$ cat config.mk
export PLATFORM = sky130hd
export DESIGN_NAME = vpu_ub_writer_flat
export DESIGN_NICKNAME = d
export VERILOG_FILES = /design/src/rtl/vpu_ub_writer_pkg.sv /design/src/rtl/vpu_ub_writer_if.sv /design/src/rtl/vpu_ub_writer_fifo.sv /design/src/rtl/vpu_ub_writer.sv /design/src/flat_wrapper.sv
export SDC_FILE = /design/constraint.sdc
export NUM_CORES = 1
export LEC_CHECK = 0
export ABC_AREA = 1
export CAP_MARGIN = 20
export CORE_MARGIN = 4
export CORE_UTILIZATION = 55
export DETAILED_ROUTE_END_ITERATION = 16
export GPL_TIMING_DRIVEN = 0
export PLACE_DENSITY = 0.77
export SLEW_MARGIN = 0
export SYNTH_ARGS = -nofsm -noshare
export SYNTH_HDL_FRONTEND = slang
export SYNTH_SLANG_ARGS = --single-unit
$ cat constraint.sdc
create_clock -name clk -period 10 [get_ports clk]
set_clock_uncertainty 0.15 [all_clocks]
set_input_delay 1.5 -clock clk [delete_from_list [all_inputs] [get_ports clk]]
set_output_delay 1.5 -clock clk [all_outputs]
set_load 0.01 [all_outputs]
$ cat src/rtl/vpu_ub_writer_pkg.sv
// Shared types for the VPU -> unified buffer writer.
// Lane samples are signed fixed point and pass through untouched.
package vpu_ub_pkg;

  localparam int DATA_W = 16;
  localparam int ADDR_W = 16;
  localparam int ROW_W  = 8;

  typedef logic signed [DATA_W-1:0] lane_t;
  typedef logic [ADDR_W-1:0]        addr_t;
  typedef logic [ROW_W-1:0]         row_t;

  typedef struct packed {
    lane_t l2;
    lane_t l1;
  } ub_row_t;

  typedef enum logic {
    IDLE,
    RUN
  } writer_state_t;

endpackage

$ cat src/rtl/vpu_ub_writer_if.sv
// UB write port: valid/ready handshake carrying one packed row.
// The writer is master; the unified buffer is slave.
interface vpu_ub_writer_if;
  import vpu_ub_pkg::*;

  logic    ub_wr_en;
  addr_t   ub_wr_addr;
  ub_row_t ub_wr_data;
  logic    ub_wr_ready;

  modport master (
    output ub_wr_en,
    output ub_wr_addr,
    output ub_wr_data,
    input  ub_wr_ready
  );

  modport slave (
    input  ub_wr_en,
    input  ub_wr_addr,
    input  ub_wr_data,
    output ub_wr_ready
  );

endinterface

$ cat src/rtl/vpu_ub_writer_fifo.sv
// Per-lane synchronous FIFO; a push is visible at head next cycle.
// A push into a full FIFO only lands if a pop frees a slot the same cycle.
module lane_fifo
  import vpu_ub_pkg::*;
#(
  parameter int DEPTH = 4
) (
  input  logic  clk,
  input  logic  rst_n,
  input  logic  clr,
  input  logic  push,
  input  lane_t din,
  input  logic  pop,
  output lane_t head,
  output logic  empty,
  output logic  full
);

  localparam int AW = $clog2(DEPTH);

  lane_t          mem [DEPTH];
  logic [AW-1:0]  wptr;
  logic [AW-1:0]  rptr;
  logic [AW:0]    cnt;
  logic           do_pop;
  logic           do_push;

  assign empty   = (cnt == '0);
  assign full    = (cnt == (AW+1)'(DEPTH));
  assign head    = mem[rptr];
  assign do_pop  = pop & ~empty;
  assign do_push = push & (~full | do_pop);

  always_ff @(posedge clk) begin
    if (!rst_n || clr) begin
      wptr <= '0;
      rptr <= '0;
      cnt  <= '0;
    end else begin
      if (do_push) wptr <= wptr + 1'b1;
      if (do_pop)  rptr <= rptr + 1'b1;
      case ({do_push, do_pop})
        2'b10:   cnt <= cnt + 1'b1;
        2'b01:   cnt <= cnt - 1'b1;
        default: cnt <= cnt;
      endcase
    end
  end

  // Storage is cleared on reset so the data bus reads zero afterwards.
  always_ff @(posedge clk) begin
    if (!rst_n) begin
      for (int i = 0; i < DEPTH; i++) mem[i] <= '0;
    end else if (do_push) begin
      mem[wptr] <= din;
    end
  end

endmodule

$ cat src/rtl/vpu_ub_writer.sv
// Packs the two skewed VPU lanes into UB rows at strided addresses.
// Write request depends only on registered state, never on ready.
module vpu_ub_writer
  import vpu_ub_pkg::*;
#(
  parameter int FIFO_DEPTH = 4
) (
  input  logic  clk,
  input  logic  rst_n,
  input  logic  start,
  input  addr_t base_addr,
  input  addr_t row_stride,
  input  row_t  num_rows,
  input  lane_t vpu_data_in_1,
  input  lane_t vpu_data_in_2,
  input  logic  vpu_valid_in_1,
  input  logic  vpu_valid_in_2,
  vpu_ub_writer_if.master ub,
  output logic  busy,
  output logic  done,
  output logic  overflow
);

  writer_state_t state;
  addr_t         addr_q;
  addr_t         stride_q;
  row_t          rows_q;
  row_t          row_idx;
  row_t          acc1;
  row_t          acc2;
  logic          done_q;
  logic          ovf_q;

  logic  run;
  logic  go;
  logic  push1;
  logic  push2;
  logic  pop;
  logic  wr_en;
  logic  drop;
  logic  last;
  logic  empty1;
  logic  empty2;
  logic  full1;
  logic  full2;
  lane_t head1;
  lane_t head2;

  assign run   = (state == RUN);
  assign go    = start & ~run;
  assign push1 = run & vpu_valid_in_1 & (acc1 < rows_q);
  assign push2 = run & vpu_valid_in_2 & (acc2 < rows_q);
  assign wr_en = run & ~empty1 & ~empty2;
  assign pop   = wr_en & ub.ub_wr_ready;
  assign last  = (row_t'(row_idx + 1'b1) == rows_q);

  // Only a push into a full FIFO with no pop that cycle loses data.
  assign drop  = (push1 & full1 & ~pop) |
                 (push2 & full2 & ~pop);

  lane_fifo #(.DEPTH(FIFO_DEPTH)) u_fifo1 (
    .clk   (clk),
    .rst_n (rst_n),
    .clr   (go),
    .push  (push1),
    .din   (vpu_data_in_1),
    .pop   (pop),
    .head  (head1),
    .empty (empty1),
    .full  (full1)
  );

  lane_fifo #(.DEPTH(FIFO_DEPTH)) u_fifo2 (
    .clk   (clk),
    .rst_n (rst_n),
    .clr   (go),
    .push  (push2),
    .din   (vpu_data_in_2),
    .pop   (pop),
    .head  (head2),
    .empty (empty2),
    .full  (full2)
  );

  always_ff @(posedge clk) begin
    if (!rst_n) begin
      state    <= IDLE;
      addr_q   <= '0;
      stride_q <= '0;
      rows_q   <= '0;
      row_idx  <= '0;
      acc1     <= '0;
      acc2     <= '0;
      done_q   <= 1'b0;
      ovf_q    <= 1'b0;
    end else begin
      done_q <= 1'b0;
      unique case (state)
        IDLE: begin
          if (start) begin
            addr_q   <= base_addr;
            stride_q <= row_stride;
            rows_q   <= num_rows;
            row_idx  <= '0;
            acc1     <= '0;
            acc2     <= '0;
            ovf_q    <= 1'b0;
            if (num_rows == '0) done_q <= 1'b1;
            else                state  <= RUN;
          end
        end
        RUN: begin
          if (push1) acc1  <= acc1 + 1'b1;
          if (push2) acc2  <= acc2 + 1'b1;
          if (drop)  ovf_q <= 1'b1;
          if (pop) begin
            addr_q  <= addr_q + stride_q;
            row_idx <= row_idx + 1'b1;
            if (last) begin
              state  <= IDLE;
              done_q <= 1'b1;
            end
          end
        end
        default: state <= IDLE;
      endcase
    end
  end

  assign ub.ub_wr_en      = wr_en;
  assign ub.ub_wr_addr    = addr_q;
  assign ub.ub_wr_data.l2 = head2;
  assign ub.ub_wr_data.l1 = head1;

  assign busy     = run;
  assign done     = done_q;
  assign overflow = ovf_q;

endmodule
$ cat src/flat_wrapper.sv
// flat-port wrapper written by rule: the top's interface ports become plain ports
module vpu_ub_writer_flat import vpu_ub_pkg::*;
#(
  parameter int FIFO_DEPTH = 4
)
  (clk, rst_n, start, base_addr, row_stride, num_rows, vpu_data_in_1, vpu_data_in_2, vpu_valid_in_1, vpu_valid_in_2, busy, done, overflow, ub_ub_wr_en, ub_ub_wr_addr, ub_ub_wr_data, ub_ub_wr_ready);
  vpu_ub_writer_if ub_i ();
  input  logic clk;
  input  logic rst_n;
  input  logic start;
  input  addr_t base_addr;
  input  addr_t row_stride;
  input  row_t num_rows;
  input  lane_t vpu_data_in_1;
  input  lane_t vpu_data_in_2;
  input  logic vpu_valid_in_1;
  input  logic vpu_valid_in_2;
  output logic busy;
  output logic done;
  output logic overflow;
  output wire logic [$bits(ub_i.ub_wr_en)-1:0] ub_ub_wr_en;
  output wire logic [$bits(ub_i.ub_wr_addr)-1:0] ub_ub_wr_addr;
  output wire logic [$bits(ub_i.ub_wr_data)-1:0] ub_ub_wr_data;
  input wire logic [$bits(ub_i.ub_wr_ready)-1:0] ub_ub_wr_ready;
  assign ub_ub_wr_en = ub_i.ub_wr_en;
  assign ub_ub_wr_addr = ub_i.ub_wr_addr;
  assign ub_ub_wr_data = ub_i.ub_wr_data;
  assign ub_i.ub_wr_ready = ub_ub_wr_ready;
  vpu_ub_writer #(.FIFO_DEPTH(FIFO_DEPTH)) u_core (.clk(clk), .rst_n(rst_n), .start(start), .base_addr(base_addr), .row_stride(row_stride), .num_rows(num_rows), .vpu_data_in_1(vpu_data_in_1), .vpu_data_in_2(vpu_data_in_2), .vpu_valid_in_1(vpu_valid_in_1), .vpu_valid_in_2(vpu_valid_in_2), .ub(ub_i), .busy(busy), .done(done), .overflow(overflow));
endmodule
After elaboration in Yosys (flattened, before gate mapping)
Memories as Yosys holds them, arrays and structs flattened. A register that Yosys moved wholly into a read port is not among the register bits.
Index checks and enable logic that the tools add are counted.
Widths: inputs -> output; s select.
{ "op_classes": {"n_reduce_logical": 14, "n_mux": 42, "order_cmp": 2, "addsub": 12, "n_bitwise": 25, "eq_ne": 12} }
{ "ops": {"columns": ["operator", "count"], "rows": [
  ["$mux 16", 4],
  ["$pmux 8 s2", 3],
  ["$mux 8", 4],
  ["$pmux 16 s2", 1],
  ["$reduce_or 16->1", 2],
  ["$add 8x1->8 const B", 3],
  ["$mux 1", 19],
  ["$add 16x16->16", 1],
  ["$and 1x1->1", 16],
  ["$lt 8x8->1", 2],
  ["$mux 2", 6],
  ["$pmux 3 s2", 2],
  ["$ne 2x2->1 const B", 5],
  ["$reduce_and 2->1", 5],
  ["$add 2x1->2 const B", 4],
  ["$eq 8x8->1", 1],
  ["$logic_not 8->1", 1],
  ["$add 3x1->3 const B", 2],
  ["$eq 3x3->1 const B", 2],
  ["$logic_not 3->1", 2],
  ["$not 1->1", 6],
  ["$pmux 1 s2", 3],
  ["$sub 3x1->3 const B", 2],
  ["$eq 2x1->1 const B", 2],
  ["5 further kinds", 9]
]} }
{ "totals": {"ramBits": 128, "mem_count": 2, "ff_bits": 81, "input_bits": 78, "out_inout_bits": 52, "wordCells": 124} }
{ "mem_list": {"columns": ["name", "depth", "width", "rd", "rd_clocked_by_memory_dff", "wr", "line_no", "text"], "rows": [
  ["u_core.u_fifo1.mem", 4, 16, 1, 1, 4, "vpu_ub_writer_fifo.sv:21", "lane_t mem [DEPTH];"],
  ["u_core.u_fifo2.mem", 4, 16, 1, 1, 4, "vpu_ub_writer_fifo.sv:21", null]
]} }

Longest topological paths before layout
{ "depth": {"word_depth": 13, "mapped_depth": 15, "depth_no_buf": 15} }

Hierarchy
Synthesis repeated with hierarchy kept, for this count alone.
{ "hier_totals": {"hier_cells": 1331, "hier_area_um2": 11208.2} }
{ "by_module_without_submodules": {"columns": ["module", "n_inst", "cells_per_inst", "area_per_inst_um2", "seq_area_each_um2"], "rows": [
  ["vpu_ub_writer", 1, 680, 4335.4, 1341.3],
  ["lane_fifo (u_core.u_fifo2)", 1, 327, 3443.3, 2102.0],
  ["lane_fifo (u_core.u_fifo1)", 1, 324, 3429.5, 2102.0]
]} }

Least setup slack after synthesis
Ideal clock, no wire load.
{ "synth_path": {"kind": "input port to flip-flop", "start": "in vpu_valid_in_2", "end": "mem u_core.u_fifo2.mem[3][0] (netlist name) (enable)", "path_stages": 6, "arrival_ns": 3.299, "setup_slack_ns": 6.137, "setup_time_ns": 0.414, "t_required_ns": 9.436, "path_buffers": 0, "path_cell_list": "nand2_1 inv_1 nand3_1 nor2_4 inv_2 o31ai_1"} }
{ "synth_rtl": {"columns": ["element", "line_no", "text"], "rows": [
  ["from (decl)", "flat_wrapper.sv:17", "input logic vpu_valid_in_2;"],
  ["to (decl)", "vpu_ub_writer_fifo.sv:21", null]
]} }

==> results.ini <==
[run_status]
status=finished, final reports clean

[sta]
hold_slack_ns=0.324
setup_viol=0
tightest_slew_ns=0.987
drv_slew=0
timing.fmax_mhz=241
finalCriticalPeriod_ns=4.15
post-route-period-util=0.415
rsz0062_at_grt=no
slew_headroom=0.342
fin_setup_tns_ns=0
hold_viol=0

[detailed_routing]
wl_per_cell_um=16.1
vias=8798
drc=0
drt_iter0_drc=734
vias_per_cell=5.47
postRouteAntennaNets=0
wl_um=25900
first_pass_iters=5

[yosys]
syn_area_um2=10400
yosys.area_share.simple=0.217
synth_fa_ha_area_frac=0.0442
netlist_instances=1204
synth_top_family_by_area=simple AND/OR/NAND/NOR gates
syn_nets=1317
synth_top_area_cell=edfxtp_1
synth-warning-count=0
ys_types=45
yosysTopAreaCellShare=0.369
synth_xor_area_frac=0.0109
synth_compound_area_frac=0.132
yosysSeqAreaShare=0.532
synthMuxAreaShare=0
synth.area.top_cells=edfxtp_1 (37%), dfxtp_1 (16%), nor2_1 (8.9%)
syn_area_per_cell_um2=8.66
ys_ff_latch=213

[worst_hold_path]
hold_path.class=flip-flop to flip-flop
min_to=u_core.acc1[4]$_SDFFE_PN0P_
min_from=u_core.acc1[4]$_SDFFE_PN0P_
min_path_cells=2

[cells_and_area]
layout_common_cells=nor2_1 (246), nand2_1 (172), clkdlybuf4s50_1 (129)
final_net_count=1473
antenna_cells=0
final_common_cell=nor2_1
drive_above_1_share=0.0727
area_growth_pct=23.6

[job]
max-cap-violations=0

[cts]
clkTransAtPathRegs_ns=0.06
cts_max_level=1
clock_latency_ns=0.50
numCtsBuffers=23
cts_tree=yes
cts_setup_buffers=0
clock-sinks=213
hold_buffers=0
cts-root-buf=clkbuf_16
clockBufferDepth=3
cts_resized=0

[floorplan]
ios=130
start_util=0.558
coreArea_um2=18700
dieArea_um2=21200
die_y_um=146
die_w_um=146
rows=50

[worst_setup_path]
critPathBufInv=3
r2r-end=u_core.u_fifo1.mem[0][4]$_SDFFCE_PN0P_
reg2reg_depth=12
endpoint_kind=output port
critPathRequiredTime_ns=8.35
crit_path_cell_trace=inv_1 -> clkbuf_1 -> o21ai_0 -> o22ai_1 -> clkdlybuf4s50_1
max_stage_delay_ns=0.59
crit_path_start_kind=flip-flop
worstSetupPathType=flip-flop to output port
arrival_ns=2.50
cp_max_fo=10
r2r_setup_slack_ns=6.86
cp_top_family=buffers and inverters
r2r_start=u_core.rows_q[3]$_SDFFE_PN0P_
cp_slowest_cell=clkdlybuf4s50_1

[global_route]
grt_max_degree=17
grt_pass1_vias=8616
antenna_found_initial=0
groute.usage.overall=0.240
overflow=0
grt_pass1_wl_um=42300

[placement]
numPortBuffers=129
place_hpwl_um=17800
place_congestion=0.876

[pwr]
finalPower_mw=2.12
leakagePower_nw=5.35
power_per_cell_area_nw_per_um2=165
peakVddDrop_mv=0.109

[worst min-delay path: stages (launching register included)]
cell     delay, ns
dfxtp_1       0.32
inv_1         0.05
a21oi_1       0.05
[area by class of cell]
type | count | area, µm²
fill | 1471 | 5820
sequential | 213 | 5550
multi-input combinational | 822 | 4250
timing repair buffer | 131 | 1320
clock buffer | 26 | 597
inverter | 126 | 475
tap | 234 | 293
clock inverter | 14 | 203
buffer | 43 | 201
[stage by stage]
| step | area, µm² | utilization | setup WS [ns] | cells |
|---|---|---|---|---|
| 2_1_floorplan | 10400 | - | 6.14 | 1204 |
| 3_3_place_gp | 12000 | 0.642 | 4.53 | 1567 |
| 3_5_place_dp | 12100 | 0.646 | 5.78 | 1569 |
| 4_1_cts | 12900 | 0.689 | 5.85 | 1609 |
| 5_1_grt | 12900 | 0.689 | 5.70 | 1609 |
| 6_report | 12900 | 0.689 | 5.85 | 1609 |
[registers in the layout, summed over array words and instances, names as in the netlist, named ones only]
signal	count
u_core.u_fifo1.wptr	2
u_core.acc2	8
u_core.u_fifo1.rptr	2
u_core.u_fifo1.mem	64
u_core.acc1	8
u_core.u_fifo1.cnt	3
u_core.rows_q	8
u_core.busy	1
u_core.u_fifo2.mem	64
u_core.done	1
u_core.u_fifo2.rptr	2
u_core.row_idx	8
u_core.u_fifo2.wptr	2
u_core.overflow	1
u_core.u_fifo2.cnt	3
u_core.stride_q	16
u_core.ub.ub_wr_addr	16
[layer usage]
metal / up-vias / share of wire / global-route usage
met4: 0 / 0.023 / 0.0560
li1: 4331 / - / -
met2: 329 / 0.48 / 0.422
met3: 55 / 0.069 / 0.0293
met5: - / 0 / 0
met1: 4083 / 0.43 / 0.319
[logic make-up after synthesis]
kind of cell | after synthesis
and+or+nand+nor | 517
DFF | 213
xor gates and xnor gates | 13
adders and majority gates | 35
AOI/OAI and AO/OA | 257
buffers and inverters | 169
[Yosys cell counts (all sizes together)]
master	n
a21o	2
buf	9
nand4	4
clkbuf	34
o22ai	33
and3	1
nand3	43
o21ai	123
a21boi	1
o21bai	2
ha	32
a211oi	2
a21oi	86
xnor2	2
o21a	4
and2	1
dfxtp	85
edfxtp	128
o31ai	2
nor4	1
nand2	185
nor3b	1
nor2	262
fa	3
clkinv	5
or2	4
xor2	11
nor3	14
nand3b	1
a31oi	2
inv	121
[worst max-delay path by stage]
stage	slack (ns)	end	cells after the start
finish	5.85	ub_ub_wr_data[5]	5
global route	5.70	ub_ub_wr_data[26]	5
CTS	5.85	ub_ub_wr_data[27]	5
detailed placement	5.78	u_core.u_fifo1.mem[0][9]$_SDFFCE_PN0P_	10
global placement	4.53	u_core.u_fifo2.mem[3][9]$_DFFE_PP_	7
floorplan	6.14	u_core.u_fifo2.mem[3][0]$_DFFE_PP_	6
[power breakdown]
part	internal, mW	total [mW]	switching, mW
Clock	0.557	0.902	0.344
Sequential	0.969	0.987	0.0181
Combinational	0.0988	0.235	0.136
Note: power is estimated with default switching activity, not from simulation.
